==> config.mk <==
export PLATFORM = sky130hd
export DESIGN_NAME = wait_event
export DESIGN_NICKNAME = d
export VERILOG_FILES = /design/src/rtl/wait_event_pkg.sv /design/src/rtl/wait_event_sync_edge_detect.sv /design/src/rtl/wait_event.sv
export SDC_FILE = /design/constraint.sdc
export NUM_CORES = 1
export LEC_CHECK = 0
export CORE_MARGIN = 3
export CORE_UTILIZATION = 44
export DETAILED_ROUTE_END_ITERATION = 8
export GPL_ROUTABILITY_DRIVEN = 0
export MAX_ROUTING_LAYER = met4
export PLACE_DENSITY_LB_ADDON = 0.05
export SYNTH_ARGS = -nofsm -noshare
export SYNTH_HDL_FRONTEND = slang
export SYNTH_SLANG_ARGS = --single-unit
==> constraint.sdc <==
create_clock -name clk -period 3.6 [get_ports clk]
set_clock_uncertainty 0.05 [all_clocks]
set_input_delay 0.72 -clock clk [delete_from_list [all_inputs] [get_ports clk]]
set_output_delay 0.72 -clock clk [all_outputs]
set_load 0.005 [all_outputs]
==> src/rtl/wait_event_pkg.sv <==
// rtl/wait_event_pkg.sv - shared types for the wait-on-signal-edge engine
package wait_event_pkg;

   typedef enum logic [1:0] {
      IDLE,
      ARM,
      WAIT,
      DONE
   } state_t;

   typedef enum logic {
      EDGE_FALL = 1'b0,
      EDGE_RISE = 1'b1
   } edge_t;

endpackage

==> src/rtl/wait_event_sync_edge_detect.sv <==
// rtl/wait_event_sync_edge_detect.sv - per-bit 2-flop synchronizer with history flop and edge vectors
module sync_edge_detect #(
   parameter int W = 8
) (
   input  logic         clk,
   input  logic         rst_n,
   input  logic [W-1:0] sig,
   output logic [W-1:0] sync,
   output logic [W-1:0] rise,
   output logic [W-1:0] fall
);

   logic [W-1:0] meta_q;
   logic [W-1:0] sync_q;
   logic [W-1:0] prev_q;

   always_ff @(posedge clk or negedge rst_n) begin
      if (!rst_n) begin
         meta_q <= '0;
         sync_q <= '0;
         prev_q <= '0;
      end else begin
         meta_q <= sig;
         sync_q <= meta_q;
         prev_q <= sync_q;
      end
   end

   assign sync = sync_q;
   assign rise = sync_q & ~prev_q;
   assign fall = ~sync_q & prev_q;

endmodule

==> src/rtl/wait_event.sv <==
// rtl/wait_event.sv - waits for a rising/falling edge on one selected signal, with optional timeout
module wait_event
   import wait_event_pkg::*;
#(
   parameter int  SIG_NB    = 8,
   parameter int  TIMEOUT_W = 32,
   // one extra code point so an out-of-range index can reach the error path
   localparam int IDX_W     = $clog2(SIG_NB + 1)
) (
   input  logic                 clk,
   input  logic                 rst_n,
   input  logic                 i_sel_wait,
   input  logic                 i_edge_rise,
   input  logic [IDX_W-1:0]     i_sig_idx,
   input  logic [TIMEOUT_W-1:0] i_timeout,
   input  logic [SIG_NB-1:0]    i_wait_signals,
   output logic                 o_wait_done,
   output logic                 o_timeout,
   output logic                 o_err,
   output logic                 o_busy
);

   localparam logic [IDX_W-1:0] IDX_LAST = IDX_W'(SIG_NB - 1);

   state_t               state_q, state_d;
   edge_t                edge_q;
   logic [IDX_W-1:0]     idx_q;
   logic [TIMEOUT_W-1:0] timeout_q;
   logic [TIMEOUT_W-1:0] cnt_q;
   logic                 to_q, err_q;
   logic                 set_to, set_err;

   logic [SIG_NB-1:0]    sync_vec, rise_vec, fall_vec;
   logic                 sync_sel, rise_sel, fall_sel;
   logic                 edge_hit, to_hit;

   sync_edge_detect #(.W(SIG_NB)) u_sync (
      .clk   (clk),
      .rst_n (rst_n),
      .sig   (i_wait_signals),
      .sync  (sync_vec),
      .rise  (rise_vec),
      .fall  (fall_vec)
   );

   always_comb begin
      sync_sel = 1'b0;
      rise_sel = 1'b0;
      fall_sel = 1'b0;
      for (int i = 0; i < SIG_NB; i++) begin
         if (idx_q == IDX_W'(i)) begin
            sync_sel = sync_vec[i];
            rise_sel = rise_vec[i];
            fall_sel = fall_vec[i];
         end
      end
   end

   // a transition counts only when the new level matches the requested polarity
   assign edge_hit = (rise_sel || fall_sel) && (sync_sel == (edge_q == EDGE_RISE));
   assign to_hit   = (timeout_q != '0) && (cnt_q == timeout_q - TIMEOUT_W'(1));

   always_ff @(posedge clk or negedge rst_n) begin
      if (!rst_n) begin
         state_q <= IDLE;
      end else begin
         state_q <= state_d;
      end
   end

   always_comb begin
      state_d = state_q;
      set_to  = 1'b0;
      set_err = 1'b0;
      case (state_q)
         IDLE: begin
            if (i_sel_wait) state_d = ARM;
         end
         ARM: begin
            if (!i_sel_wait) begin
               state_d = IDLE;
            end else if (idx_q > IDX_LAST) begin
               state_d = DONE;
               set_err = 1'b1;
            end else begin
               state_d = WAIT;
            end
         end
         WAIT: begin
            if (!i_sel_wait) begin
               state_d = IDLE;
            end else if (edge_hit) begin
               state_d = DONE;
            end else if (to_hit) begin
               state_d = DONE;
               set_to  = 1'b1;
            end
         end
         DONE: begin
            if (!i_sel_wait) state_d = IDLE;
         end
         default: state_d = IDLE;
      endcase
   end

   always_ff @(posedge clk or negedge rst_n) begin
      if (!rst_n) begin
         edge_q    <= EDGE_FALL;
         idx_q     <= '0;
         timeout_q <= '0;
         cnt_q     <= '0;
         to_q      <= 1'b0;
         err_q     <= 1'b0;
      end else begin
         if (state_q == IDLE && i_sel_wait) begin
            edge_q    <= edge_t'(i_edge_rise);
            idx_q     <= i_sig_idx;
            timeout_q <= i_timeout;
         end
         // saturating so an unbounded wait never wraps into a false timeout
         if (state_q == ARM) begin
            cnt_q <= '0;
         end else if (state_q == WAIT && cnt_q != '1) begin
            cnt_q <= cnt_q + TIMEOUT_W'(1);
         end
         if (state_d == IDLE) begin
            to_q  <= 1'b0;
            err_q <= 1'b0;
         end else begin
            if (set_to)  to_q  <= 1'b1;
            if (set_err) err_q <= 1'b1;
         end
      end
   end

   assign o_wait_done = (state_q == DONE);
   assign o_timeout   = to_q;
   assign o_err       = err_q;
   assign o_busy      = (state_q != IDLE);

endmodule
---- After elaboration in Yosys (flattened, before gate mapping) ----
Index checks and enable logic that the tools add are counted.
cells by class
  reduce and logical (&&, ||, !) cells .... 13
  $add $sub $neg .......................... 2
  multiply operators ...................... 0
  muxes and demuxes ....................... 45
  bitwise logic cells ..................... 4
  equal/unequal tests ..................... 13
  $lt $le $gt $ge ......................... 1
  shifts and indexed selects .............. 0
  divide/modulo/power cells ............... 0
operators by type and width
  kind                                                                             count
  32-bit 2-to-1 mux                                                                2
  1-bit 2-to-1 mux                                                                 36
  32-bit by 1-bit adder with 32-bit output, second input constant                  1
  32-bit == test                                                                   1
  32-bit != test, second input constant                                            1
  32-bit nonzero test                                                              1
  32-bit by 1-bit subtractor with 32-bit output, second input constant             1
  8-bit bitwise AND                                                                2
  4-bit by 3-bit == test with 1-bit output, second input constant                  4
  8-bit NOT                                                                        2
  2-bit 2-to-1 mux                                                                 6
  4-bit by 2-bit == test with 1-bit output, second input constant                  2
  2-bit one-hot mux with 4 select lines                                            1
  2-bit nonzero test                                                               4
  2-bit == test, second input constant                                             2
  4-bit by 1-bit == test with 1-bit output, second input constant                  1
  4-bit by 3-bit greater-than comparator with 1-bit output, second input constant  1
  1-bit logical AND                                                                4
  2-bit zero test                                                                  2
  4-bit zero test                                                                  1
  2-bit by 1-bit == test with 1-bit output, second input constant                  1
  1-bit == test                                                                    1
  1-bit logical OR                                                                 1
word-level totals
  bits in read-only memories .............. 0
  memory bits (writable) .................. 0
  register bits after elaboration ......... 97
  latch bits .............................. 0
  word-level logic and storage cells ...... 88
  output and inout port bits .............. 4
  memories kept ........................... 0

---- Longest topological paths before layout ----
  depth in word-level cells ............... 17
  gate-level depth with buffers ........... 11

---- Hierarchy ----
Synthesis repeated with hierarchy kept, for this count alone.
second synthesis, totals
  cells, all modules ...................... 557
  area total of the unflattened synthesis .. 5477.8 µm²
modules (own cells, without submodules)
  module            cells an instance  times used  area an instance (µm²)
  wait_event        517                1           4737.0
  sync_edge_detect  40                 1           740.7

---- Worst setup path after synthesis ----
Ideal clock, no wire load.
  path kind ............................... flip-flop to flip-flop
  start point ............................. register timeout_q[2]
  end point ............................... register state_q[0]
  arrival ................................. 2883 ps
  slack ................................... 573 ps
  path buffers ............................ 1
  cell stages (with the launch flop) ...... 10
  cell sequence ........................... dfrtp_1 > buf_6 > or4_4 > nor2_8 > a21oi_2 > or4_1 > or4_1 > nor4b_2 > nand4_1 > a221oi_2
between the ends
  cells in the longest elaborated chain, start to end .. 7
  elaborated cells on any way between the ends .. 8
  classes of those cells .................. add/sub (1); eq/ne (1); mux (4); reduce/logical (2)
RTL lines
  element                                        line               text
  start: declaration                             wait_event.sv:28   logic [TIMEOUT_W-1:0] timeout_q;
  start signal: assignment                       wait_event.sv:118  timeout_q <= i_timeout;
  32-bit by 1-bit subtractor with 32-bit output  wait_event.sv:61   assign to_hit = (timeout_q != '0) && (cnt_q == timeout_q - TIMEOUT_W'(1));
  32-bit == test                                 wait_event.sv:61
  1-bit logical AND *                            wait_event.sv:61
  2-bit 2-to-1 mux *                             wait_event.sv:94   end else if (to_hit) begin
  2-bit 2-to-1 mux *                             wait_event.sv:92   end else if (edge_hit) begin
  2-bit 2-to-1 mux *                             wait_event.sv:90   if (!i_sel_wait) begin
  2-bit one-hot mux with 4 select lines *        wait_event.sv:75   case (state_q)
  via state_d[0]                                 wait_event.sv:25   state_t state_q, state_d;
  end signal: assignment                         wait_event.sv:67   state_q <= state_d;
  end: declaration                               wait_event.sv:25
Mark *: on every way through the listed nets, which the timed path passes. The rest lies on a longest branch.
A chain may end at the register's enable or synchronous reset.

---- Final worst setup path ----
  start point ............................. register timeout_q[16]
  end point ............................... register to_q, in the netlist o_timeout
between the ends
  cells in the longest elaborated chain, start to end .. 9
  elaborated cells on any way between the ends .. 15
  classes of those cells .................. add/sub (1); eq/ne (1); mux (9); reduce/logical (4)
RTL lines
  element                                                 line               text
  32-bit by 1-bit subtractor with 32-bit output           wait_event.sv:61
  32-bit == test                                          wait_event.sv:61
  1-bit logical AND *                                     wait_event.sv:61
  2-bit 2-to-1 mux                                        wait_event.sv:94
  2-bit 2-to-1 mux                                        wait_event.sv:92
  2-bit 2-to-1 mux                                        wait_event.sv:90
  2-bit one-hot mux with 4 select lines                   wait_event.sv:75
  2-bit zero test                                         wait_event.sv:126  if (state_d == IDLE) begin
  1-bit 2-to-1 mux or 2-bit nonzero test (tied branches)  -
  end signal: assignment                                  wait_event.sv:112  to_q <= 1'b0;
  end signal: assignment                                  wait_event.sv:127  to_q <= 1'b0;
  end signal: assignment                                  wait_event.sv:130  if (set_to) to_q <= 1'b1;
  end: declaration                                        wait_event.sv:30   logic to_q, err_q;
Every way passes the cells marked *; elsewhere a longest branch is shown, timed or not.

==> impl_metrics.ini <==
[outcome]
outcome = finished, final reports clean

[floorplan]
core_area_um2 = 12100
rows = 40
ios = 52
start_util = 0.453
die_h_um = 117
die_w_um = 117
die_area_um2 = 13800

[clocking]
ctsHtreeMaxLevel = 3
clkLatencyLatePin_ps = 350
post_cts_buffers = 0
cts_tree = yes
cts_buffers = 9
clk_pin_slew_ps = 70
cts_resized = 0
clock_sinks = 97
cts-root-buf = clkbuf_16
hold_buffers = 0
clockBufferDepth = 2

[sta]
setup_violations = 0
tns_ps = 0
drv_slew = 0
fmax_mhz = 304
grt_setup_unrepaired = no
worst_slew_pin_slew_ps = 777
min_period_over_period = 0.914
min_period_ps = 3290
slew_headroom = 0.480
hold_violations = 0

[cells_and_area]
diodes = 0
layout-drive-gt1-share = 0.117
final_net_count = 655
nFillCells = 1106
synthToLayoutAreaGrowth_pct = 17.9

[route]
vias = 4396
avgRoutedWirePerCell_um = 18.0
first_pass_iters = 5
drtIter0Drc = 311
wirelength_um = 14000
drc = 0
ant_nets = 0
viasPerCell = 5.66

[logic_synthesis]
syn_area_per_cell_um2 = 9.74
synthArstFlopShare = 1.00
yosys_warnings = 0
yosysUniqueCellTypes = 67
ys_seq_area_frac = 0.444
synth_cells = 561
ys_ff_latch = 97
synth_ff_type = dfrtp_1
synth_area_um2 = 5460
synth_fp_nets = 611
synth_edf_count = 0

[critical_path]
crit_arrival_ps = 3530
cp-end-kind = flop
critPathMaxFanout = 8
critPathKind = flop to flop
critPathLaunchType = flop
critPathRequiredTime_ps = 3840

[grt]
grt_usage = 0.217
grt_max_degree = 56
grt_pass1_vias = 4338
grt.overflow.total = 0
grt_pass1_wl_um = 23100
antenna_found_initial = 0

[pwr]
p_leak_nw = 2.56
power_mw = 3.64
powerDensity_nw_per_um2 = 565
ir_drop_mv = 0.346

[worst_hold_path]
hold_path.class = flop to flop

[place]
dp_hpwl_um = 10400
port_buffers = 51

[flow_run]
drv_cap = 0
-- Yosys cell counts (all sizes together) (5+ instances only) --
cell    instances  share of area
and3           18          0.021
nor3           17          0.016
or4             8          0.012
a211oi          7         0.0096
a21oi          13          0.013
inv            11         0.0076
nand2b          8         0.0092
nand3          24          0.022
and2            8         0.0092
nor4b           6          0.011
mux2           32          0.066
xor2           27          0.043
clkbuf         25          0.017
or3             7         0.0080
nor4           15          0.018
nor2b           5         0.0057
nand2          38          0.026
dfrtp          97           0.44
a31oi          10          0.011
or2             8         0.0092
o21ai          38          0.035
xnor2          29          0.046
nand4          13          0.015
nor2           39          0.030
-- logic make-up after synthesis --
group                    after synthesis  share of synthesized area
adder cells (fa/ha/maj)                2                    0.00458
AND/OR/NAND/NOR                      229                      0.236
multiplexers                          36                     0.0733
XOR/XNOR                              56                     0.0898
buffers and inverters                 37                     0.0268
flip-flops                            97                      0.444
AO/OA/AOI/OAI                        104                      0.125
-- per-layer routing --
layer | GRT usage | vias up | routed length, µm
met3 | 0.0521 | 22 | 635
met2 | 0.328 | 105 | 6330
met4 | 0.0638 | 0 | 235
met1 | 0.295 | 2123 | 6750
met5 | - | - | 0
li1 | - | 2146 | -
-- state kept, by name, indices dropped and copies added (netlist names) --
name / cells
cnt_q: 32
o_err: 1
edge_q: 1
u_sync.prev_q: 8
u_sync.sync: 8
timeout_q: 32
u_sync.meta_q: 8
o_timeout: 1
idx_q: 4
state_q: 2
-- where the power goes --
group	switching, mW	total (mW)	internal (mW)
logic	0.579	1.11	0.528
clock network	0.418	0.953	0.535
registers	0.304	1.58	1.27
total	1.30	3.64	2.34
-- final timing paths --
| path | start | to | slack, ps | cells after the start |
|---|---|---|---|---|
| worst max-delay path | timeout_q[16] | o_timeout | 310 | 7 |
| worst min-delay path | u_sync.meta_q[5] | u_sync.sync[5] | 300 | 0 |
| worst max register to register | timeout_q[16] | o_timeout | 310 | 7 |
| worst min register to register | u_sync.meta_q[5] | u_sync.sync[5] | 300 | 0 |
| min in group asynchronous | rst_n | u_sync.prev_q[0] | 320 | 1 |
| max in group asynchronous | rst_n | cnt_q[7] | 2490 | 2 |
-- area by class of cell --
type                            instances  area, µm²  share of cell area
Timing Repair Buffer                   59        581              0.0901
Clock inverter                          5       56.3             0.00874
Multi-Input combinational cell        427       2900               0.450
Tap cell                              168        210              0.0326
Sequential cell                        97       2430               0.377
Inverter                               11       41.3             0.00641
Clock buffer                           10        229              0.0355
-- critical path, cell delays in order (launching register included) --
cell	delay, ps
dfrtp_1	450
or4_1	620
or4_1	470
nor3_2	210
a31oi_1	170
or4b_1	550
a2111oi_0	490
a32o_1	240
-- placed cells by master, fill, tap and decap left out, types with 3 or more instances in the layout --
cell / n
nand2_1: 38
nand4_1: 13
or4_1: 7
nor4b_1: 5
clkdlybuf4s50_1: 50
or2_2: 6
nor3b_1: 3
clkbuf_16: 9
a31oi_1: 10
o211ai_1: 4
a21oi_1: 12
nor2_1: 37
buf_4: 8
nor4_1: 14
and2_1: 7
o31ai_1: 4
and3b_1: 3
inv_1: 11
nand3_1: 24
or3_1: 7
and3_1: 18
a211oi_1: 7
xnor2_1: 29
dfrtp_1: 97
a2111oi_0: 3
nor2b_1: 5
mux2_2: 32
mux2i_1: 4
nand2b_1: 8
nor3_1: 16
o21ai_0: 38
xor2_1: 27
-- per-stage QoR --
stage	hold slack, ps	worst slack, ps	cells	utilization	instance area (µm²)
final	300	308	777	0.534	6440
after global placement	283	447	762	0.510	6160
after global routing	310	2.04	777	0.534	6440
after CTS	301	282	777	0.534	6440
after detailed placement	286	334	762	0.510	6160
after floorplan	281	573	561	-	5460
Note: power is estimated with default switching activity, not from simulation.
